`src/rtl/lca_iter_adder_if.sv`:
```
// Operand/result handshake bundle for the iterative lookahead adder.
// The master modport is the side that supplies operands and consumes results.
interface lca_iter_adder_if #(
    parameter int WIDTH = 16
);
    logic             in_valid;
    logic             in_ready;
    logic [WIDTH-1:0] A_in;
    logic [WIDTH-1:0] B_in;
    logic             C_1;
    logic             sub;
    logic             out_valid;
    logic             out_ready;
    logic [WIDTH-1:0] S;
    logic             CO;
    logic             OV;

    modport master (
        output in_valid, A_in, B_in, C_1, sub, out_ready,
        input  in_ready, out_valid, S, CO, OV
    );

    modport slave (
        input  in_valid, A_in, B_in, C_1, sub, out_ready,
        output in_ready, out_valid, S, CO, OV
    );
endinterface

```
`src/rtl/lca_iter_adder.sv`:
```
// Multi-cycle carry-lookahead adder/subtractor: one BLK-bit lookahead block
// per clock, with the block carry registered between blocks.
module lca_iter_adder #(
    parameter int WIDTH = 16,
    parameter int BLK   = 4
) (
    input logic          clk,
    input logic          rst_n,
    lca_iter_adder_if.slave bus
);
    localparam int NBLK = WIDTH / BLK;
    localparam int CW   = (NBLK > 1) ? $clog2(NBLK) : 1;

    if ((BLK < 1) || (WIDTH % BLK != 0)) begin : g_bad_param
        $error("lca_iter_adder: WIDTH must be a positive multiple of BLK");
    end

    typedef enum logic [1:0] {IDLE, CALC, DONE} state_t;

    state_t           state;
    logic [CW-1:0]    cnt;
    logic [WIDTH-1:0] a_r;   // operand A, shifted down so the active block sits at [BLK-1:0]
    logic [WIDTH-1:0] b_r;   // effective operand B, shifted the same way
    logic             c_r;   // carry into the active block
    logic [WIDTH-1:0] s_r;
    logic             co_r;
    logic             ov_r;

    logic [BLK-1:0]   g;
    logic [BLK-1:0]   p;
    logic [BLK:0]     c;
    logic [BLK-1:0]   sum;

    // Lookahead for the active block: every carry is expanded directly from
    // G/P and the block carry-in, so no carry ripples bit to bit.
    always_comb begin
        logic cc;
        logic pp;
        cc   = 1'b0;
        pp   = 1'b0;
        g    = a_r[BLK-1:0] & b_r[BLK-1:0];
        p    = a_r[BLK-1:0] ^ b_r[BLK-1:0];
        c    = '0;
        c[0] = c_r;
        for (int i = 0; i < BLK; i++) begin
            cc = g[i];
            pp = p[i];
            for (int j = i - 1; j >= 0; j--) begin
                cc = cc | (pp & g[j]);
                pp = pp & p[j];
            end
            c[i+1] = cc | (pp & c_r);
        end
        sum = p ^ c[BLK-1:0];
    end

    // Control FSM and datapath registers; reset aborts any operation in flight.
    always_ff @(posedge clk or negedge rst_n) begin
        if (!rst_n) begin
            state <= IDLE;
            cnt   <= '0;
            a_r   <= '0;
            b_r   <= '0;
            c_r   <= 1'b0;
            s_r   <= '0;
            co_r  <= 1'b0;
            ov_r  <= 1'b0;
        end else begin
            case (state)
                IDLE: begin
                    if (bus.in_valid) begin
                        // Subtraction is A + ~B + ~borrow.
                        a_r   <= bus.A_in;
                        b_r   <= bus.sub ? ~bus.B_in : bus.B_in;
                        c_r   <= bus.C_1 ^ bus.sub;
                        cnt   <= '0;
                        state <= CALC;
                    end
                end
                CALC: begin
                    a_r <= a_r >> BLK;
                    b_r <= b_r >> BLK;
                    c_r <= c[BLK];
                    // Only the active block's S bits change; the rest hold.
                    for (int k = 0; k < NBLK; k++) begin
                        if (cnt == CW'(k)) s_r[k*BLK +: BLK] <= sum;
                    end
                    if (cnt == CW'(NBLK - 1)) begin
                        co_r  <= c[BLK];
                        ov_r  <= c[BLK] ^ c[BLK-1];
                        state <= DONE;
                    end else begin
                        cnt <= cnt + CW'(1);
                    end
                end
                DONE: begin
                    if (bus.out_ready) state <= IDLE;
                end
                default: state <= IDLE;
            endcase
        end
    end

    assign bus.in_ready  = (state == IDLE);
    assign bus.out_valid = (state == DONE);
    assign bus.S         = s_r;
    assign bus.CO        = co_r;
    assign bus.OV        = ov_r;
endmodule

```
`src/flat_wrapper.sv`:
```
// flat-port wrapper written by rule: the top's interface ports become plain ports
module lca_iter_adder_flat 
#(
    parameter int WIDTH = 16,
    parameter int BLK   = 4
)
  (clk, rst_n, bus_in_valid, bus_A_in, bus_B_in, bus_C_1, bus_sub, bus_out_ready, bus_in_ready, bus_out_valid, bus_S, bus_CO, bus_OV);
  lca_iter_adder_if #(.WIDTH(WIDTH)) bus_i ();
  input logic clk;
  input logic rst_n;
  input wire logic [$bits(bus_i.in_valid)-1:0] bus_in_valid;
  input wire logic [$bits(bus_i.A_in)-1:0] bus_A_in;
  input wire logic [$bits(bus_i.B_in)-1:0] bus_B_in;
  input wire logic [$bits(bus_i.C_1)-1:0] bus_C_1;
  input wire logic [$bits(bus_i.sub)-1:0] bus_sub;
  input wire logic [$bits(bus_i.out_ready)-1:0] bus_out_ready;
  output wire logic [$bits(bus_i.in_ready)-1:0] bus_in_ready;
  output wire logic [$bits(bus_i.out_valid)-1:0] bus_out_valid;
  output wire logic [$bits(bus_i.S)-1:0] bus_S;
  output wire logic [$bits(bus_i.CO)-1:0] bus_CO;
  output wire logic [$bits(bus_i.OV)-1:0] bus_OV;
  assign bus_i.in_valid = bus_in_valid;
  assign bus_i.A_in = bus_A_in;
  assign bus_i.B_in = bus_B_in;
  assign bus_i.C_1 = bus_C_1;
  assign bus_i.sub = bus_sub;
  assign bus_i.out_ready = bus_out_ready;
  assign bus_in_ready = bus_i.in_ready;
  assign bus_out_valid = bus_i.out_valid;
  assign bus_S = bus_i.S;
  assign bus_CO = bus_i.CO;
  assign bus_OV = bus_i.OV;
  lca_iter_adder #(.WIDTH(WIDTH), .BLK(BLK)) u_core (.clk(clk), .rst_n(rst_n), .bus(bus_i));
endmodule
```
`config.mk`:
```
export PLATFORM = sky130hd
export DESIGN_NAME = lca_iter_adder_flat
export DESIGN_NICKNAME = d
export VERILOG_FILES = /design/src/rtl/lca_iter_adder_if.sv /design/src/rtl/lca_iter_adder.sv /design/src/flat_wrapper.sv
export SDC_FILE = /design/constraint.sdc
export NUM_CORES = 1
export LEC_CHECK = 0
export BUFFER_PORTS_ARGS = -buffer_cell sky130_fd_sc_hd__buf_4
export CAP_MARGIN = 5
export CORE_ASPECT_RATIO = 1.75
export CORE_UTILIZATION = 40
export DETAILED_ROUTE_END_ITERATION = 16
export PLACE_DENSITY = 0.72
export SETUP_SLACK_MARGIN = 0.1
export SYNTH_ARGS = -nofsm -noshare
export SYNTH_HDL_FRONTEND = slang
export SYNTH_SLANG_ARGS = --single-unit
export TNS_END_PERCENT = 20
```
`constraint.sdc`:
```
create_clock -name clk -period 1.7 [get_ports clk]
set_input_delay 0.085 -clock clk [delete_from_list [all_inputs] [get_ports clk]]
set_output_delay 0.085 -clock clk [all_outputs]
set_load 0.01 [all_outputs]
```
==> impl_metrics.tcl, run 1 <==
set metrics [dict create \
    area_delta_synth_final_pct 28.1 \
    die_y_um 116 \
    synth_area_sq_um 2980 \
    timing.hold.ws_ns 0.0761 \
    synthCells 304 \
    cpMaxStageDelayCell "dfrtp_1" \
    period_share_pct 97.5 \
    initial_utilization_pct 41.4 \
    clock_skew_ns 0.00275 \
    grt_usage_pct 19.9 \
    end_kind "register" \
    rsz0062_at_grt "true" \
    die_w_um 67.2 \
    grt_pass1_vias 2320 \
    core-area_sq_um 7180 \
    routedWlPerCell_um 16.3 \
    viasPerCell 5.42 \
    drcViolationCount 0 \
    synthTopCellsByCount "dfrtp_1 (55), o21ai_0 (40), nand2_1 (37), nor2b_1 (22), a21oi_1 (21)" \
    p_sw_share_pct 39.9 \
    slew_violations 0 \
    synthTopCellsByArea "dfrtp_1 (46%), o21ai_0 (6.7%), mux2i_1 (6.4%)" \
    place_area_sq_um 3550 \
    port_buffers 57 \
    tritoncts "done" \
    diodes 0 \
    worst_skew_pair.late_latency_ns 0.29 \
    ant_nets 0 \
    core.rowCount 41 \
    synth_nets 351 \
    cp_max_fo 5 \
    fin_area_sq_um 3810 \
    synth-seq-cells 55 \
    yosys_warnings 0 \
    drt_iter0_drc 189 \
    post-route-min-period_ns 1.66 \
    grt_pass1_wl_um 11400 \
    ioPinCount 58 \
    powerDensity_nw_per_um2 1870 \
    dp_hpwl_um 5050 \
    wl_um 7380 \
    netlist.area_leader.share_pct 46.2 \
    peakVddDrop_mv 0.681 \
    synth_most_common_cell "dfrtp_1" \
    intPower_mw 4.28 \
    worstMarginPinSlew_ns 0.701 \
    slowest_delay_ns 0.42 \
    place_congestion 0.812 \
    p_seq_share_pct 32.5 \
    grt_start_max_net_pins 56 \
    crit_type "reg2reg" \
    pwr-share-clk_pct 16.1 \
    async_reset_ff_share_pct 100 \
    synth-edff-count 0 \
    drt_pre_antenna_iters 4 \
    syn_avg_cell_area_sq_um 9.79 \
    drive_above_1_share_pct 26.4 \
    outcome "complete, no violations" \
    cap_violations 0 \
    fin_nets 414 \
    critPathRequiredTime_ns 1.89 \
    htree_levels 2 \
    cts_root_buffer "clkbuf_16" \
    arrival_ns 1.85 \
    hold_viol 0 \
    cts_sinks 55 \
    fmax_mhz 603 \
    cts_buffer_depth 2 \
    slew_headroom_pct 53.3 \
    cts_buffers 5 \
    hold_class "in2reg" \
    clk_pin_slew_ns 0.07 \
    ys_types 37 \
    p_leak_nw 1.78 \
    synth_largest_area_cell "dfrtp_1" \
    routed-via-count 2455 \
    crit_path_start_kind "register" \
    die_area_sq_um 7800 \
    ys.flop_type "dfrtp_1" \
    seq_area_frac_synth_pct 46.2 \
    finalSetupViolCount 0 \
    p_comb_share_pct 51.4 \
    tns_ns 0 \
    grt_overflow_total 0 \
    power.net_switching_mw 2.84 \
    antenna_found_initial 0 \
    crit_chain "ha_4 -> a211oi_4 -> buf_6 -> nor2_1 -> o31ai_1" \
]
cells in the final DEF, fill, tap and decap left out, types with 2 or more instances in the layout:
| master | Yosys | layout |
|---|---|---|
| o21ai_0 | 40 | 40 |
| nor2b_2 | 0 | 2 |
| ha_4 | 0 | 3 |
| buf_12 | 0 | 2 |
| buf_4 | 1 | 70 |
| mux2i_1 | 19 | 19 |
| a22oi_1 | 12 | 12 |
| xor2_1 | 17 | 17 |
| nand3_1 | 5 | 4 |
| nand2b_1 | 2 | 2 |
| inv_1 | 8 | 8 |
| nor2b_1 | 22 | 20 |
| o31ai_1 | 6 | 6 |
| dlygate4sd3_1 | 0 | 2 |
| nand2_1 | 37 | 37 |
| o2111ai_1 | 4 | 4 |
| ha_1 | 8 | 5 |
| or4_1 | 4 | 3 |
| a21oi_1 | 21 | 20 |
| o211ai_1 | 2 | 2 |
| dfrtp_1 | 55 | 54 |
| clkbuf_16 | 0 | 5 |
| nand3b_2 | 3 | 3 |
| nor2_1 | 5 | 5 |
layout make-up:
type / count / area [sq um]
Fill cell: 656 / 3370
Multi-Input combinational cell: 221 / 1530
Sequential cell: 55 / 1380
Timing Repair Buffer: 76 / 608
Clock buffer: 6 / 129
Tap cell: 86 / 108
Clock inverter: 1 / 30.0
Inverter: 8 / 30.0
critical path, delay by kind of cell, from the launching register on:
family | cells | cell delay (ns)
AND/OR/NAND/NOR | 1 | 0.09
adder cells (fa/ha/maj) | 1 | 0.27
flip-flops | 1 | 0.42
buffers and inverters | 1 | 0.17
AO/OA/AOI/OAI | 2 | 0.61
stage by stage:
step / total power, mW / util (%) / cells / setup WS, ns
final: 7.12 / 53.1 / 453 / 0.0420
after floorplan: 4.38 / - / 304 / 0.136
after global placement: 5.48 / 49.4 / 442 / 0.117
after CTS: 6.83 / 52.0 / 451 / 0.0560
after detailed placement: 5.63 / 49.4 / 442 / 0.0147
after global routing: 7.61 / 53.1 / 453 / -0.00884
power by group through the flow:
stage | clock [mW] | combinational, mW | sequential, mW
floorplan | 0 | 2.12 | 2.26
global placement | 0 | 3.23 | 2.26
detailed placement | 0 | 3.32 | 2.30
CTS | 1.16 | 3.39 | 2.28
global route | 1.20 | 4.01 | 2.40
finish | 1.14 | 3.66 | 2.32
repair_timing:
item,CTS,global route
endpoints found under the hold margin,56,0
buffers inserted,0,1
pin swaps,0,2
gates cloned,0,1
gates resized for setup,2,9
hold buffers,2,0
endpoints found under the setup margin,9,13
state kept, by name, summed over array words and instances, names as in the netlist:
name	count
u_core.a_r	16
u_core.bus.OV	1
u_core.bus.S	16
u_core.c_r	1
u_core.state	2
u_core.bus.CO	1
u_core.b_r	16
u_core.cnt	2
final timing paths:
check | cells after the start | slack (ns) | startpoint | end
setup / recovery | 5 | 0.04 | u_core.a_r[0] | u_core.bus.S[10]
hold / removal | 3 | 0.08 | bus_A_in[15] | u_core.a_r[15]
setup reg to reg | 5 | 0.04 | u_core.a_r[0] | u_core.bus.S[10]
hold reg to reg | 2 | 0.48 | u_core.bus.S[2] | u_core.bus.S[2]
max in group asynchronous | 2 | 0.82 | rst_n | u_core.state[1]
min in group asynchronous | 2 | 0.38 | rst_n | u_core.bus.S[8]
metal layers:
layer | up-vias | GRT usage, % | wire length (um)
met1 | 1163 | 23.5 | 2880
met5 | - | 0 | 0
li1 | 1191 | - | -
met3 | 20 | 3.52 | 299
met2 | 81 | 33.7 | 3930
met4 | 0 | 10.2 | 272
cell families after synthesis:
| kind of cell | count (synthesis) | share of synthesized area, % |
|---|---|---|
| fa+ha+maj | 9 | 4.04 |
| flops | 55 | 46.2 |
| xor+xnor | 18 | 5.30 |
| simple gates | 83 | 15.0 |
| compound gates | 92 | 18.5 |
| mux | 19 | 6.39 |
| buf+inv | 28 | 4.58 |
No activity file was read; power rests on OpenSTA's default activity.
==> inputs of run 2 (changes only) <==
--- a/config.mk
+++ b/config.mk
@@ -11,6 +11,7 @@
 export CORE_UTILIZATION = 40
 export DETAILED_ROUTE_END_ITERATION = 16
 export PLACE_DENSITY = 0.72
+export RECOVER_POWER = 100
 export SETUP_SLACK_MARGIN = 0.1
 export SYNTH_ARGS = -nofsm -noshare
 export SYNTH_HDL_FRONTEND = slang
==> run 2 against run 1 <==
Net effect:
- non-clock buffer count unchanged
- sequential power about the same
- maximum frequency about the same
- largest cell class unchanged
==> impl_metrics.tcl, run 2 (synthesis results as in run 1) <==
set metrics [dict create \
    outcome "complete, no violations" \
    initial_utilization_pct 41.4 \
    period_share_pct 97.5 \
    final_cell_mix "dfrtp_1 (54), buf_4 (49), o21ai_0 (40)" \
    timing.hold.ws_ns 0.0755 \
    peakVddDrop_mv 0.689 \
    slew_violations 0 \
    multiInputGateArea_sq_um 1530 \
    antenna_found_initial 0 \
    clock_skew_ns 0.00326 \
    tritoncts "done" \
    cts_buffers 5 \
    htree_levels 2 \
    critPathRequiredTime_ns 1.93 \
    fmax_mhz 603 \
    grt_pass1_vias 2320 \
    final_core_util_pct 51.8 \
    powerDensity_nw_per_um2 1860 \
    post-route-min-period_ns 1.66 \
    cts_sinks 55 \
    cts_root_buffer "clkbuf_16" \
    grt_overflow_total 0 \
    end_kind "register" \
    clk_pin_slew_ns 0.07 \
    hold_class "in2reg" \
    cap_violations 0 \
    hold_viol 0 \
    grt_usage_pct 19.9 \
    final-seq-area_sq_um 1380 \
    place_area_sq_um 3550 \
    drt_pre_antenna_iters 4 \
    p_leak_nw 1.70 \
    die_w_um 67.2 \
    grt_start_max_net_pins 56 \
    fin_area_sq_um 3720 \
    core.rowCount 41 \
    cp_max_fo 5 \
    diodes 0 \
    area_delta_synth_final_pct 24.9 \
    tns_ns 0 \
    dp_hpwl_um 5050 \
    wl_um 7410 \
    worst_skew_pair.late_latency_ns 0.29 \
    ioPinCount 58 \
    crit_family "compound AO/OA/AOI/OAI gates" \
    arrival_ns 1.89 \
    drcViolationCount 0 \
    cts_buffer_depth 2 \
    crit_path_start_kind "register" \
    viasPerCell 5.43 \
    ant_nets 0 \
    finalSetupViolCount 0 \
    cpMaxStageDelayCell "dfrtp_1" \
    rsz0062_at_grt "true" \
    core-area_sq_um 7180 \
    worstMarginPinSlew_ns 0.689 \
    routedWlPerCell_um 16.4 \
    drt_iter0_drc 189 \
    die_area_sq_um 7800 \
    crit_chain "ha_4 -> a211oi_4 -> clkdlybuf4s15_2 -> o2111ai_1 -> nand3_1" \
    n_fill_cell 688 \
    fin_nets 414 \
    routed-via-count 2462 \
    critPathBufInv 1 \
    place_congestion 0.812 \
    crit_type "reg2reg" \
    slowest_delay_ns 0.42 \
    final_common_cell "dfrtp_1" \
    regToRegSetupSlack_ns 0.04 \
    grt_pass1_wl_um 11400 \
    die_y_um 116 \
    drive_above_1_share_pct 20.7 \
    slew_headroom_pct 54.1 \
    port_buffers 57 \
]
## run 2: stage by stage
| step | power [mW] | cells | setup WS (ns) |
|---|---|---|---|
| finish | 6.92 | 453 | 0.0430 |
| global route | 7.39 | 453 | -0.00884 |
| CTS | 6.83 | 451 | 0.0560 |
| detailed placement | 5.63 | 442 | 0.0147 |
| global placement | 5.48 | 442 | 0.117 |
| floorplan | 4.38 | 304 | 0.136 |
## run 2: what timing repair did
item | in CTS | in global routing
pin swaps | 0 | 2
buffers inserted | 0 | 1
cloned | 0 | 1
hold endpoints to repair | 56 | 0
hold buffers | 2 | 0
gates resized for setup | 2 | 9
endpoints found under the setup margin | 9 | 13
## run 2: layer usage
layer	vias to the layer above	part of all wire [%]	wire [um]	GRT usage, %
li1	1188	-	-	-
met1	1179	40	2930	23.5
met2	73	53	3910	33.7
met3	22	4.0	294	3.52
met4	0	3.7	274	10.2
met5	-	0	0	0
## run 2: power by group
part / leakage [nW] / switching [mW] / internal [mW]
Clock: 0.0769 / 0.460 / 0.689
Sequential: 0.700 / 0.432 / 1.88
Combinational: 0.921 / 1.95 / 1.51
## run 2: tightest hold or removal path, stage by stage
cell and delay (ns):
buf_4 0.08, a21oi_1 0.04, o21ai_0 0.13
## run 2: area by class of cell
class,count,share of cell area [%]
Clock buffer,6,3.47
Clock inverter,1,0.808
Inverter,8,0.808
Multi-Input combinational cell,221,41.2
Sequential cell,55,37.0
Tap cell,86,2.89
Timing Repair Buffer,76,13.8
## run 2: final timing paths
kind,start,endpoint,depth (start not counted)
worst max-delay path,u_core.a_r[0],u_core.bus.OV,5
worst min-delay path,bus_A_in[15],u_core.a_r[15],3
worst max register to register,u_core.a_r[0],u_core.bus.OV,5
worst min register to register,u_core.bus.S[2],u_core.bus.S[2],2
max in group asynchronous,rst_n,u_core.state[1],2
min in group asynchronous,rst_n,u_core.bus.S[8],2
